### config.mk
export PLATFORM = sky130hd
export DESIGN_NAME = spi_slave_regs
export DESIGN_NICKNAME = d
export VERILOG_FILES = /design/src/rtl/spi_slave_regs_pkg.sv /design/src/rtl/spi_sync_edge.sv /design/src/rtl/spi_slave_regs.sv
export SDC_FILE = /design/constraint.sdc
export NUM_CORES = 1
export LEC_CHECK = 0
export CORE_AREA = 2 2 345 279
export DETAILED_ROUTE_END_ITERATION = 7
export DIE_AREA = 0 0 347 281
export SYNTH_ARGS = -nofsm -noshare
export SYNTH_HDL_FRONTEND = slang
export SYNTH_SLANG_ARGS = --single-unit
### constraint.sdc
create_clock -name clk -period 5.1 [get_ports clk]
set_clock_uncertainty 0.2 [all_clocks]
set_input_delay 1.02 -clock clk [delete_from_list [all_inputs] [get_ports clk]]
set_output_delay 1.02 -clock clk [all_outputs]
set_load 0.01 [all_outputs]
### src/rtl/spi_slave_regs_pkg.sv
// Frame layout and responder states shared by the SPI register-file slice.
package spi_slave_regs_pkg;

   localparam int RW_BIT     = 7;
   localparam int RSVD_BIT   = 6;
   localparam int ADDR_W     = 6;
   localparam int DATA_W     = 8;
   localparam int FRAME_BITS = 16;
   localparam int NUM_REGS   = 1 << ADDR_W;

   typedef enum logic [1:0] {
      IDLE    = 2'd0,
      ADDR    = 2'd1,
      DATA    = 2'd2,
      WAIT_CS = 2'd3
   } spi_state_t;

endpackage

### src/rtl/spi_sync_edge.sv
// Multi-stage synchroniser for one asynchronous input with rise/fall pulses
// derived from the synchronised level.
module spi_sync_edge #(
   parameter int   SYNC_STAGES = 2,
   parameter logic RST_LEVEL   = 1'b1
) (
   input  logic clk,
   input  logic rst_n,
   input  logic din,
   output logic sync,
   output logic rise,
   output logic fall
);

   logic [SYNC_STAGES-1:0] chain;
   logic                   prev;

   always_ff @(posedge clk) begin
      if (!rst_n) begin
         chain <= {SYNC_STAGES{RST_LEVEL}};
         prev  <= RST_LEVEL;
      end else begin
         chain <= {chain[SYNC_STAGES-2:0], din};
         prev  <= chain[SYNC_STAGES-1];
      end
   end

   assign sync = chain[SYNC_STAGES-1];
   assign rise = sync & ~prev;
   assign fall = ~sync & prev;

endmodule

### src/rtl/spi_slave_regs.sv
// SPI mode-3 responder giving an initiator access to a 64 x 8 register file
// that local logic shares through a parallel port.
module spi_slave_regs
   import spi_slave_regs_pkg::*;
#(
   parameter int          SYNC_STAGES = 2,
   parameter logic [63:0] RO_MASK     = 64'h0,
   parameter logic [7:0]  RST_VAL     = 8'h00
) (
   input  logic              clk,
   input  logic              rst_n,
   input  logic              spi_clk,
   input  logic              spi_cs,
   input  logic              spi_mosi,
   output logic              spi_miso,
   output logic              spi_miso_oe,
   input  logic [ADDR_W-1:0] loc_addr,
   input  logic              loc_we,
   input  logic [DATA_W-1:0] loc_wdata,
   output logic [DATA_W-1:0] loc_rdata,
   output logic              wr_valid,
   output logic [ADDR_W-1:0] wr_addr,
   output logic [DATA_W-1:0] wr_data,
   output logic              frame_err
);

   logic sclk_sync, sclk_rise, sclk_fall;
   logic cs_sync, cs_rise, cs_fall;
   logic mosi_sync, mosi_rise_unused, mosi_fall_unused;

   spi_sync_edge #(.SYNC_STAGES(SYNC_STAGES), .RST_LEVEL(1'b1)) u_sclk_sync (
      .clk(clk), .rst_n(rst_n), .din(spi_clk),
      .sync(sclk_sync), .rise(sclk_rise), .fall(sclk_fall)
   );

   // cs resets to the asserted level so a chip select held low through reset
   // never looks like the start of a new frame.
   spi_sync_edge #(.SYNC_STAGES(SYNC_STAGES), .RST_LEVEL(1'b0)) u_cs_sync (
      .clk(clk), .rst_n(rst_n), .din(spi_cs),
      .sync(cs_sync), .rise(cs_rise), .fall(cs_fall)
   );

   spi_sync_edge #(.SYNC_STAGES(SYNC_STAGES), .RST_LEVEL(1'b0)) u_mosi_sync (
      .clk(clk), .rst_n(rst_n), .din(spi_mosi),
      .sync(mosi_sync), .rise(mosi_rise_unused), .fall(mosi_fall_unused)
   );

   spi_state_t        state, state_d;
   logic [3:0]        bit_cnt, bit_cnt_d;
   logic [7:0]        shift, shift_d;
   logic [7:0]        tx_sr, tx_sr_d;
   logic              rw, rw_d;
   logic [ADDR_W-1:0] addr, addr_d;
   logic              load, load_d;
   logic              miso_d, oe_d, err_d, commit_d;
   logic [ADDR_W-1:0] wr_addr_d;
   logic [DATA_W-1:0] wr_data_d;
   logic [DATA_W-1:0] regs [NUM_REGS];

   always_ff @(posedge clk) begin
      if (!rst_n) begin
         state       <= WAIT_CS;
         bit_cnt     <= '0;
         shift       <= '0;
         tx_sr       <= '0;
         rw          <= 1'b0;
         addr        <= '0;
         load        <= 1'b0;
         spi_miso    <= 1'b0;
         spi_miso_oe <= 1'b0;
         frame_err   <= 1'b0;
         wr_valid    <= 1'b0;
         wr_addr     <= '0;
         wr_data     <= '0;
      end else begin
         state       <= state_d;
         bit_cnt     <= bit_cnt_d;
         shift       <= shift_d;
         tx_sr       <= tx_sr_d;
         rw          <= rw_d;
         addr        <= addr_d;
         load        <= load_d;
         spi_miso    <= miso_d;
         spi_miso_oe <= oe_d;
         frame_err   <= err_d;
         wr_valid    <= commit_d;
         wr_addr     <= wr_addr_d;
         wr_data     <= wr_data_d;
      end
   end

   always_comb begin
      state_d   = state;
      bit_cnt_d = bit_cnt;
      shift_d   = shift;
      tx_sr_d   = tx_sr;
      rw_d      = rw;
      addr_d    = addr;
      load_d    = 1'b0;
      miso_d    = spi_miso;
      oe_d      = spi_miso_oe;
      err_d     = 1'b0;
      commit_d  = 1'b0;
      wr_addr_d = wr_addr;
      wr_data_d = wr_data;
      case (state)
         IDLE: begin
            if (cs_fall) begin
               state_d   = ADDR;
               bit_cnt_d = '0;
               oe_d      = 1'b1;
               miso_d    = 1'b0;
            end
         end
         ADDR: begin
            if (cs_rise) begin
               err_d   = 1'b1;
               state_d = IDLE;
               oe_d    = 1'b0;
               miso_d  = 1'b0;
            end else if (sclk_rise) begin
               shift_d   = {shift[6:0], mosi_sync};
               bit_cnt_d = bit_cnt + 4'd1;
               if (bit_cnt == 4'd7) begin
                  rw_d   = shift_d[RW_BIT];
                  addr_d = shift_d[ADDR_W-1:0];
                  if (shift_d[RSVD_BIT]) begin
                     err_d   = 1'b1;
                     state_d = WAIT_CS;
                  end else begin
                     state_d = DATA;
                     load_d  = shift_d[RW_BIT];
                  end
               end
            end
         end
         DATA: begin
            // Snapshot taken one cycle after the address byte; later local
            // writes cannot disturb bits already being shifted out.
            if (load) tx_sr_d = regs[addr];
            if (cs_rise) begin
               err_d   = 1'b1;
               state_d = IDLE;
               oe_d    = 1'b0;
               miso_d  = 1'b0;
            end else if (sclk_fall) begin
               miso_d  = rw ? tx_sr[7] : 1'b0;
               tx_sr_d = {tx_sr[6:0], 1'b0};
            end else if (sclk_rise) begin
               shift_d   = {shift[6:0], mosi_sync};
               bit_cnt_d = bit_cnt + 4'd1;
               if (bit_cnt == 4'(FRAME_BITS - 1)) begin
                  state_d = WAIT_CS;
                  if (!rw && !RO_MASK[addr]) begin
                     commit_d  = 1'b1;
                     wr_addr_d = addr;
                     wr_data_d = shift_d;
                  end
               end
            end
         end
         WAIT_CS: begin
            miso_d = 1'b0;
            if (cs_sync) begin
               state_d = IDLE;
               oe_d    = 1'b0;
            end
         end
         default: state_d = WAIT_CS;
      endcase
   end

   // Single write port: a committed SPI write takes priority over loc_we.
   always_ff @(posedge clk) begin
      if (!rst_n) begin
         for (int i = 0; i < NUM_REGS; i++) regs[i] <= RST_VAL;
      end else if (wr_valid) begin
         regs[wr_addr] <= wr_data;
      end else if (loc_we) begin
         regs[loc_addr] <= loc_wdata;
      end
   end

   assign loc_rdata = regs[loc_addr];

endmodule

* Yosys cells after proc, flatten, opt, wreduce, memory -nomap -nowiden
Memories as Yosys holds them, arrays and structs flattened. A register that Yosys moved wholly into a read port is not among the register bits.
Index checks and enable logic that the tools add are counted.
** Cells by class
- Magnitude comparators :: 1
- Bitwise gates (word level) :: 16
- Reduce and logical (&&, ||, !) cells :: 18
- Multiplexer cells :: 60
- $add $sub $neg :: 1
- Equal/unequal tests :: 18
** Operators with widths (number)
- two-way mux 8 bit :: 9
- two-way mux 6 bit :: 6
- two-way mux 1 bit :: 25
- two-way mux 4 bit :: 5
- two-way mux 2 bit :: 9
- inequality test 3 bit, second input constant :: 6
- one-hot mux 8 bit (2 select lines) :: 1
- OR reduction 8 bit :: 2
- inverter 1 bit :: 12
- one-hot mux 4 bit (3 select lines) :: 1
- OR reduction 6 bit :: 2
- inequality test 2 bit, second input constant :: 5
- one-hot mux 2 bit (4 select lines) :: 1
- AND reduction 4 bit :: 2
- less-than comparator 6 x 7 -> 1 bit, second input constant :: 1
- AND reduction 7 bit :: 1
- AND reduction 3 bit :: 2
- AND reduction 6 bit :: 1
- AND reduction 5 bit :: 1
- adder 4 x 1 -> 4 bit, second input constant :: 1
- bitwise AND 1 bit :: 4
- equality test 2 bit, second input constant :: 2
- equality test 4 x 3 -> 1 bit, second input constant :: 1
- equality test 4 bit, second input constant :: 1
- 11 further kinds :: 13
** Word-level totals
- Output and inout bits :: 26
- Flip-flop bits (word level) :: 56
- Memories :: 2
- ROM bits :: 64
- Bits of input ports :: 20
- Word-level logic and storage cells :: 134
- Memory bits (writable) :: 512
** Memory list
- regs :: words 64, width 8, read ports 2, clocked after memory_dff 1, write ports 64, RTL line spi_slave_regs.sv:58 : logic [DATA_W-1:0] regs [NUM_REGS];
- (no name shown) :: words 64, width 1, read ports 1, clocked after memory_dff 1, write ports 0, RTL line spi_slave_regs.sv:154 : if (!rw && !RO_MASK[addr]) begin

* Logic depth before layout (Yosys ltp)
Gate-level depths: netlist of run 1.
- Word-level depth :: 6
- Depth in mapped cells :: 11
- Depth with buffers taken out :: 8

* By module
A second synthesis of run 1 with hierarchy kept.
** Unflattened totals
- Cell total of the unflattened synthesis :: 2145
- Area, all modules :: 29303.1 um^2
** Modules (own cells, without submodules)
- spi_slave_regs :: seq. area each 16435.8 um^2, area an instance 29029.1 um^2, times used 1, cells each 2121
- spi_sync_edge :: seq. area each 60.1 um^2, area an instance 91.3 um^2, times used 3, cells each 8

* Worst setup path before layout of run 1
OpenSTA, ideal clock, no wires.
- Path type :: in2out
- Start :: in loc_addr[1]
- End :: out loc_rdata[0]
- Data arrival time :: 3125 ps
- Cell stages on the path :: 6
- Setup slack :: 755 ps
- Buffers on the path :: 3
- Required time :: 3880 ps
- Cells stage by stage :: clkbuf_1 > clkbuf_1 > clkbuf_1 > mux4_2 > mux4_2 > mux4_2
** Between the ends
- Word-level cells in the longest chain between the ends :: 1
** Ends and longest elaborated chain
- start, declared :: RTL line spi_slave_regs.sv:17 : input logic [ADDR_W-1:0] loc_addr,
- memory (64 x 8 bit)
- end, declared :: RTL line spi_slave_regs.sv:20 : output logic [DATA_W-1:0] loc_rdata,
Every way passes these cells.

* Worst setup path in the final report of run 1
- Start :: in loc_addr[1]
- End :: out loc_rdata[6]
Same word-level chain as after synthesis.

==> results of run 1 <==
[Yosys cell counts (all sizes together)]
library cell	instances	area [um^2]
a211oi	4	30.0
nor4	1	12.5
a2111oi	1	8.76
nand3b	1	7.51
and3	3	18.8
a2bb2oi	1	8.76
buf	68	373
dfxtp	61	1220
nand4	8	50.1
nor2b	49	307
clkbuf	87	327
mux4	295	6640
inv	10	37.5
a221oi	7	61.3
mux2	6	67.6
a31oi	8	50.1
o21a	5	37.5
a21oi	9	45.0
o21bai	1	7.51
o22ai	9	56.3
or2	2	12.5
ha	5	62.6
a21boi	5	37.5
nand2	171	642
a22o	1	8.76
o211a	1	10.0
o22a	1	8.76
nand3	8	40.0
and4b	1	10.0
a22oi	5	37.5
mux2i	95	951
edfxtp	512	15400
o211ai	2	15.0
o221ai	2	17.5
a211o	1	8.76
nor3	5	30.0
nand2b	8	50.1
and2	9	56.3
nand4b	2	17.5
nor3b	5	37.5
a32o	1	10.0
nor2	545	2050
o21ai	26	130
[worst min path at each step]
stage                         start              endpoint  slack [ns]  cells past startpoint
5_1_grt        u_sclk_sync.chain[0]  u_sclk_sync.chain[1]        0.22                      1
3_5_place_dp   u_sclk_sync.chain[0]  u_sclk_sync.chain[1]        0.20                      1
2_1_floorplan  u_sclk_sync.chain[0]  u_sclk_sync.chain[1]        0.19                      1
4_1_cts        u_sclk_sync.chain[0]  u_sclk_sync.chain[1]        0.21                      1
6_report       u_sclk_sync.chain[0]  u_sclk_sync.chain[1]        0.21                      1
3_3_place_gp   u_sclk_sync.chain[0]  u_sclk_sync.chain[1]        0.20                      1
[power by group through the flow]
stage | combinational (mW) | clock [mW] | sequential (mW)
floorplan | 0.654 | 0 | 5.41
global placement | 0.962 | 0 | 5.49
detailed placement | 0.986 | 0 | 5.49
CTS | 0.992 | 4.46 | 5.39
global route | 1.06 | 4.64 | 5.41
finish | 1.00 | 4.42 | 5.40
[worst max-delay path, delay by kind of cell]
kind     cells  cell delay, ns
mux          3            1.49
buf+inv      3            1.17
[per-stage QoR]
| step | std cells | setup slack [ns] |
|---|---|---|
| after floorplan | 2047 | 0.755 |
| after global placement | 3288 | 0.0411 |
| after detailed placement | 3288 | 0.0252 |
| after CTS | 3393 | 0.0199 |
| after global routing | 3393 | 0.0785 |
| final | 3393 | 0.113 |
[routing by layer]
metal | vias to the layer above | global-route usage | part of all wire
met5 | - | 0 | 0
met1 | 10096 | 0.280 | 0.42
met2 | 1343 | 0.267 | 0.42
li1 | 7900 | - | -
met3 | 143 | 0.0532 | 0.13
met4 | 0 | 0.0482 | 0.024
[area by class of cell]
class | count | area share
Clock buffer | 70 | 0.0465
Timing Repair Buffer | 160 | 0.0489
Inverter | 10 | 0.00112
Sequential cell | 573 | 0.496
Clock inverter | 35 | 0.0108
Tap cell | 1236 | 0.0462
Multi-Input combinational cell | 1309 | 0.351
[sequential cells by signal, summed over array words and instances, names as in the netlist, 2 cells and up, named ones only]
signal,count
bit_cnt,4
regs,512
wr_data,8
u_mosi_sync.chain,2
wr_addr,6
state,2
u_cs_sync.chain,2
shift,7
addr,6
u_sclk_sync.chain,2
tx_sr,8
[cells by family (layout without fill, tap and decap cells)]
family | after synthesis | after routing | synth area share
AND/OR/NAND/NOR | 818 | 818 | 0.115
flip-flops | 573 | 573 | 0.572
multiplexers | 396 | 396 | 0.264
buffers and inverters | 165 | 275 | 0.0254
AO/OA/AOI/OAI | 90 | 90 | 0.0203
adder cells (fa/ha/maj) | 5 | 5 | 0.00216
[what timing repair did]
| item | 4_1_cts | 5_1_grt |
|---|---|---|
| setup endpoints to repair | 0 | 8 |
| gates resized for setup | 0 | 2 |
| endpoints found under the hold margin | 0 | 0 |
==> metrics.md, run 1 <==
| Metric | Value |
|---|---|
| Worst hold slack | 0.209 ns |
| HP Class | reg2reg |
| N_diodes | 0 |
| CTS tree | built |
| Cell Rows | ~100 |
| Initial antenna violation count | 2 |
| Max Clk Rate | 201 MHz |
| Unrepaired setup endpoints after global routing | no |
| I/O pins | 46 |
| Pre-antenna DRT Iters | 6 |
| Final worst path period need | around 5.0 ns |
| Core Area | between 90000 and 100000 um^2 |
| Final setup viols | 0 |
| Routed Antenna Nets | 0 |
| Die width | approximately 350 um |
| Pin count of the biggest net entering global routing | 79 |
| Layout net count | 2137 |
| Crit path launch | loc_addr[1] |
| Clock power share | 0.408 |
| R2r setup slk | between 1 and 1.5 ns |
| Cells after synthesis | 2047 |
| Clock root cell | clkbuf_16 |
| Residual DRC count | 0 |
| Max cap viols | 0 |
| Die Ht | approximately 280 um |
| CP Capture Point | loc_rdata[6] |
| Vias/cell | approximately 5.7 |
| Worst Max-Slew Pin Slew | 1.24 ns |
| Cell mode on critical path | mux4_2 |
| Initial Util | 0.308 |
| Post-DP HPWL | 67.8 mm |
| Status | finished clean |
| Setup TNS | 0 ns |
| CP Class | in2out |
| Final Hold Fails | 0 |
| Clock Latency Late Sink | between 0.6 and 0.7 ns |
| Worst setup EP type | output port |
| Max-slew headroom | 0.165 |
| H-tree levels | 2 |
| Post-CTS Setup Inserts | 0 |
| # hold bufs at CTS | 0 |
| RD Place Congestion | between 0.9 and 1 |
| Reg2reg end | regs[11][1] |
| CTS Buf Count | 58 |
| Post-synthesis sequential area ratio | 0.572 |
| Syn Nets | between 2000 and 2500 |
| Finished Core Util | 0.356 |
| DR vias | 19482 |
| Slew Limit Fails | 0 |
| R2R depth | 7 |
| Initial DRC Count | 3145 |
| Worst setup SP type | input port |
| Port bufs | 45 |
| Global Route Usage Sum | 0.188 |
| PnR Total Power | 10.8 mW |
| Crit path cell chain | buf_6, buf_12, mux4_2, mux4_2, mux4_2, clkdlybuf4s50_1 |
| Most frequent cells in the layout | nor2_1 (543), edfxtp_1 (512), mux4_2 (295) |
| First-pass GRT wire length | about 130 mm |
| Worst-path clk slew | around 0.06 ns |
| Grt ovf | 0 |
| Max VDD drop | around 0.25 mV |
| Clock tree sinks | between 500 and 600 |
| Area delta synth->final | 15.6% |
| Vias in the first global route | between 15000 and 20000 |
| Yosys cell types | 50 |
| RR Startpoint | wr_valid |
| Fraction of layout cells with a size suffix above 1 | 0.243 |
| Worst Path Max Fanout | 40 |
| #FFs+latches synth | approximately 570 |
| Area of the multi-input gates | 11800 um^2 |
| Final Cycle Share | 0.978 |
| Post-placement cell area | between 30000 and 40000 um^2 |
| Clock Path Buffers | 3 |
| Crit path arrival time | 3.77 ns |
| Syn avg cell area | between 10 and 15 um^2 |
| Required time of the critical path | 3.88 ns |
| Slowest stage delay, CP | 0.58 ns |
| Internal power | a little over 8 mW |
| Fill cell count | 8839 |
| Routed len/inst | around 27 um |
| Post-route cell area | between 30000 and 40000 um^2 |
| Yosys warns | 0 |
| Pwr/cell area | roughly 320 nW/um^2 |
| Combinational fraction of design power | 0.093 |
| Switching share of total power | 0.241 |
| Psw | approximately 2.6 mW |
| Leak pwr | about 11 nW |
| Slowest-stage cell, CP | mux4_2 |
| Netlist Area Pre-Place | a little under 30000 um^2 |
| Die area | approximately 98000 um^2 |
| Sequential Power Share | 0.499 |
| Commonest non-fill, non-tap cell in the layout | nor2_1 |
| Routed WL | approximately 92 mm |
| FF/Latch Area | 16600 um^2 |
Note: power is estimated with default switching activity, not from simulation.
==> run 2: changes to the inputs <==
--- a/config.mk
+++ b/config.mk
@@ -5,9 +5,9 @@
 export SDC_FILE = /design/constraint.sdc
 export NUM_CORES = 1
 export LEC_CHECK = 0
-export CORE_AREA = 2 2 345 279
+export CORE_AREA = 4 4 347 281
 export DETAILED_ROUTE_END_ITERATION = 7
-export DIE_AREA = 0 0 347 281
+export DIE_AREA = 0 0 351 285
 export SYNTH_ARGS = -nofsm -noshare
 export SYNTH_HDL_FRONTEND = slang
 export SYNTH_SLANG_ARGS = --single-unit
==> run 2 against run 1 <==
Clock power fell by 4%. Die area rose by 2.6%. Register-to-register slack improved by 0.13 ns. Maximum frequency fell by 1.1%. Critical path type unchanged.
==> metrics.md, run 2 (synthesis gave the netlist of run 1 again) <==
| Metric | Value |
|---|---|
| Status | finished clean |
| Unrepaired setup endpoints after global routing | no |
| Sequential Power Share | 0.507 |
| I/O pins | 46 |
| Vias in the first global route | approximately 19000 |
| CP Class | in2out |
| Required time of the critical path | 3.88 ns |
| RD Place Congestion | between 0.9 and 1 |
| Grt ovf | 0 |
| Max reg flops | between 500 and 600 |
| Initial DRC Count | 2905 |
| Routed len/inst | 27.9 um |
| Core Area | 94100 um^2 |
| Max-slew headroom | 0.202 |
| CTS Buf Count | 56 |
| Switching share of total power | 0.244 |
| Cts repair resizes | 0 |
| Worst Path Max Fanout | 22 |
| Global Route Usage Sum | 0.188 |
| Final setup viols | 0 |
| Pin count of the biggest net entering global routing | between 100 and 150 |
| DR vias | about 20000 |
| Final Cycle Share | 0.989 |
| Initial Util | 0.308 |
| Worst setup SP type | input port |
| Post-DP HPWL | a little under 70 mm |
| Internal power | slightly above 8 mW |
| Final worst path period need | 5.04 ns |
| Initial antenna violation count | 4 |
| Worst Max-Slew Pin Slew | 1.19 ns |
| Largest register by flop count | regs |
| Max Clk Rate | 198 MHz |
| Crit path arrival time | between 3 and 4 ns |
| Layout net count | 2163 |
| Die area | between 100000 and 150000 um^2 |
| CTS tree | built |
| Clock Path Buffers | 3 |
| Setup TNS | 0 ns |
| Worst setup EP type | output port |
| Post-CTS Setup Inserts | 0 |
| Worst-path clk slew | 0.07 ns |
| Max VDD drop | roughly 0.23 mV |
| Leak pwr | about 11 nW |
| Commonest non-fill, non-tap cell in the layout | nor2_1 |
| Fill cell count | roughly 8800 |
| Residual DRC count | 0 |
| Pre-antenna DRT Iters | 7 |
| Final Hold Fails | 0 |
| HP Class | reg2reg |
| Worst hold slack | approximately 0.23 ns |
| Port bufs | 45 |
| Vias/cell | slightly below 6 |
| Clock root cell | clkbuf_16 |
| Slew Limit Fails | 0 |
| Routed WL | 95.5 mm |
| Max cap viols | 0 |
| Die width | around 350 um |
| Psw | between 2 and 3 mW |
| Pwr/cell area | approximately 320 nW/um^2 |
| H-tree levels | 2 |
| First-pass GRT wire length | approximately 140 mm |
| Area delta synth->final | 15.8% |
| Clock tree sinks | 573 |
| Clock power share | 0.399 |
| Die Ht | between 200 and 300 um |
| Cell Rows | 101 |
| Clock Latency Late Sink | around 0.65 ns |
| # hold bufs at CTS | 0 |
| Combinational fraction of design power | 0.094 |
| Most frequent cells in the layout | nor2_1 (543), edfxtp_1 (512), mux4_2 (295) |
| Fraction of layout cells with a size suffix above 1 | 0.251 |
| Routed Antenna Nets | 0 |
| Regs by FF count | regs (512), tx_sr (8), wr_data (8) |
==> run 2: cell count changes in the layout (fill, tap and decap cells not counted), sizes merged <==
cell,delta
diode,+1
clkinvlp,-2
clkinv,+3
buf,+27
inv,+1
clkbuf,-3
==> run 2: metrics by stage <==
stage	power (mW)	cells	cell area, um^2	setup WS (ns)	util
after CTS	10.7	3419	33600	0.0898	0.356
after global placement	6.47	3316	31700	0.112	0.337
after global routing	11.0	3419	33600	0.00410	0.356
after detailed placement	6.49	3316	31700	0.0885	0.337
after floorplan	6.06	2047	29000	0.755	-
final	10.7	3420	33600	0.0586	0.356
==> run 2: path summary, 6_finish.rpt <==
check                           cells past startpoint  slack, ns              endpoint                 start
worst max-delay path                                6       0.06          loc_rdata[7]           loc_addr[0]
worst min-delay path                                1       0.23  u_sclk_sync.chain[1]  u_sclk_sync.chain[0]
worst max register to register                      7       1.52            regs[4][6]              wr_valid
worst min register to register                      1       0.23  u_sclk_sync.chain[1]  u_sclk_sync.chain[0]
==> run 2: power by group through the flow <==
stage	clock network, mW	registers [mW]	logic (mW)
after floorplan	0	5.41	0.654
after global placement	0	5.51	0.963
after detailed placement	0	5.50	0.992
after CTS	4.32	5.40	0.999
after global routing	4.52	5.41	1.07
final	4.26	5.41	1.01
==> run 2: worst max-delay path: stages <==
cell and delay, ns:
clkbuf_8 0.27, buf_12 0.25, mux4_2 0.56, mux4_2 0.58, mux4_2 0.60, clkdlybuf4s50_1 0.52
==> run 2: cell type report <==
type	count	area (um^2)	share of cell area
sequential	573	16600	0.495
multi-input combinational	1309	11800	0.350
timing repair buffer	188	1780	0.0530
tap	1236	1550	0.0461
clock buffer	66	1440	0.0429
clock inverter	37	393	0.0117
inverter	10	37.5	0.00112
antenna	1	2.50	0.0000746
==> run 2: metal layers <==
metal,global-route usage,vias to the layer above,wire length (um)
li1,-,7951,-
met1,0.268,10264,38300
met2,0.275,1312,41700
met3,0.0675,174,13200
met4,0.0408,0,2200
met5,0,-,0
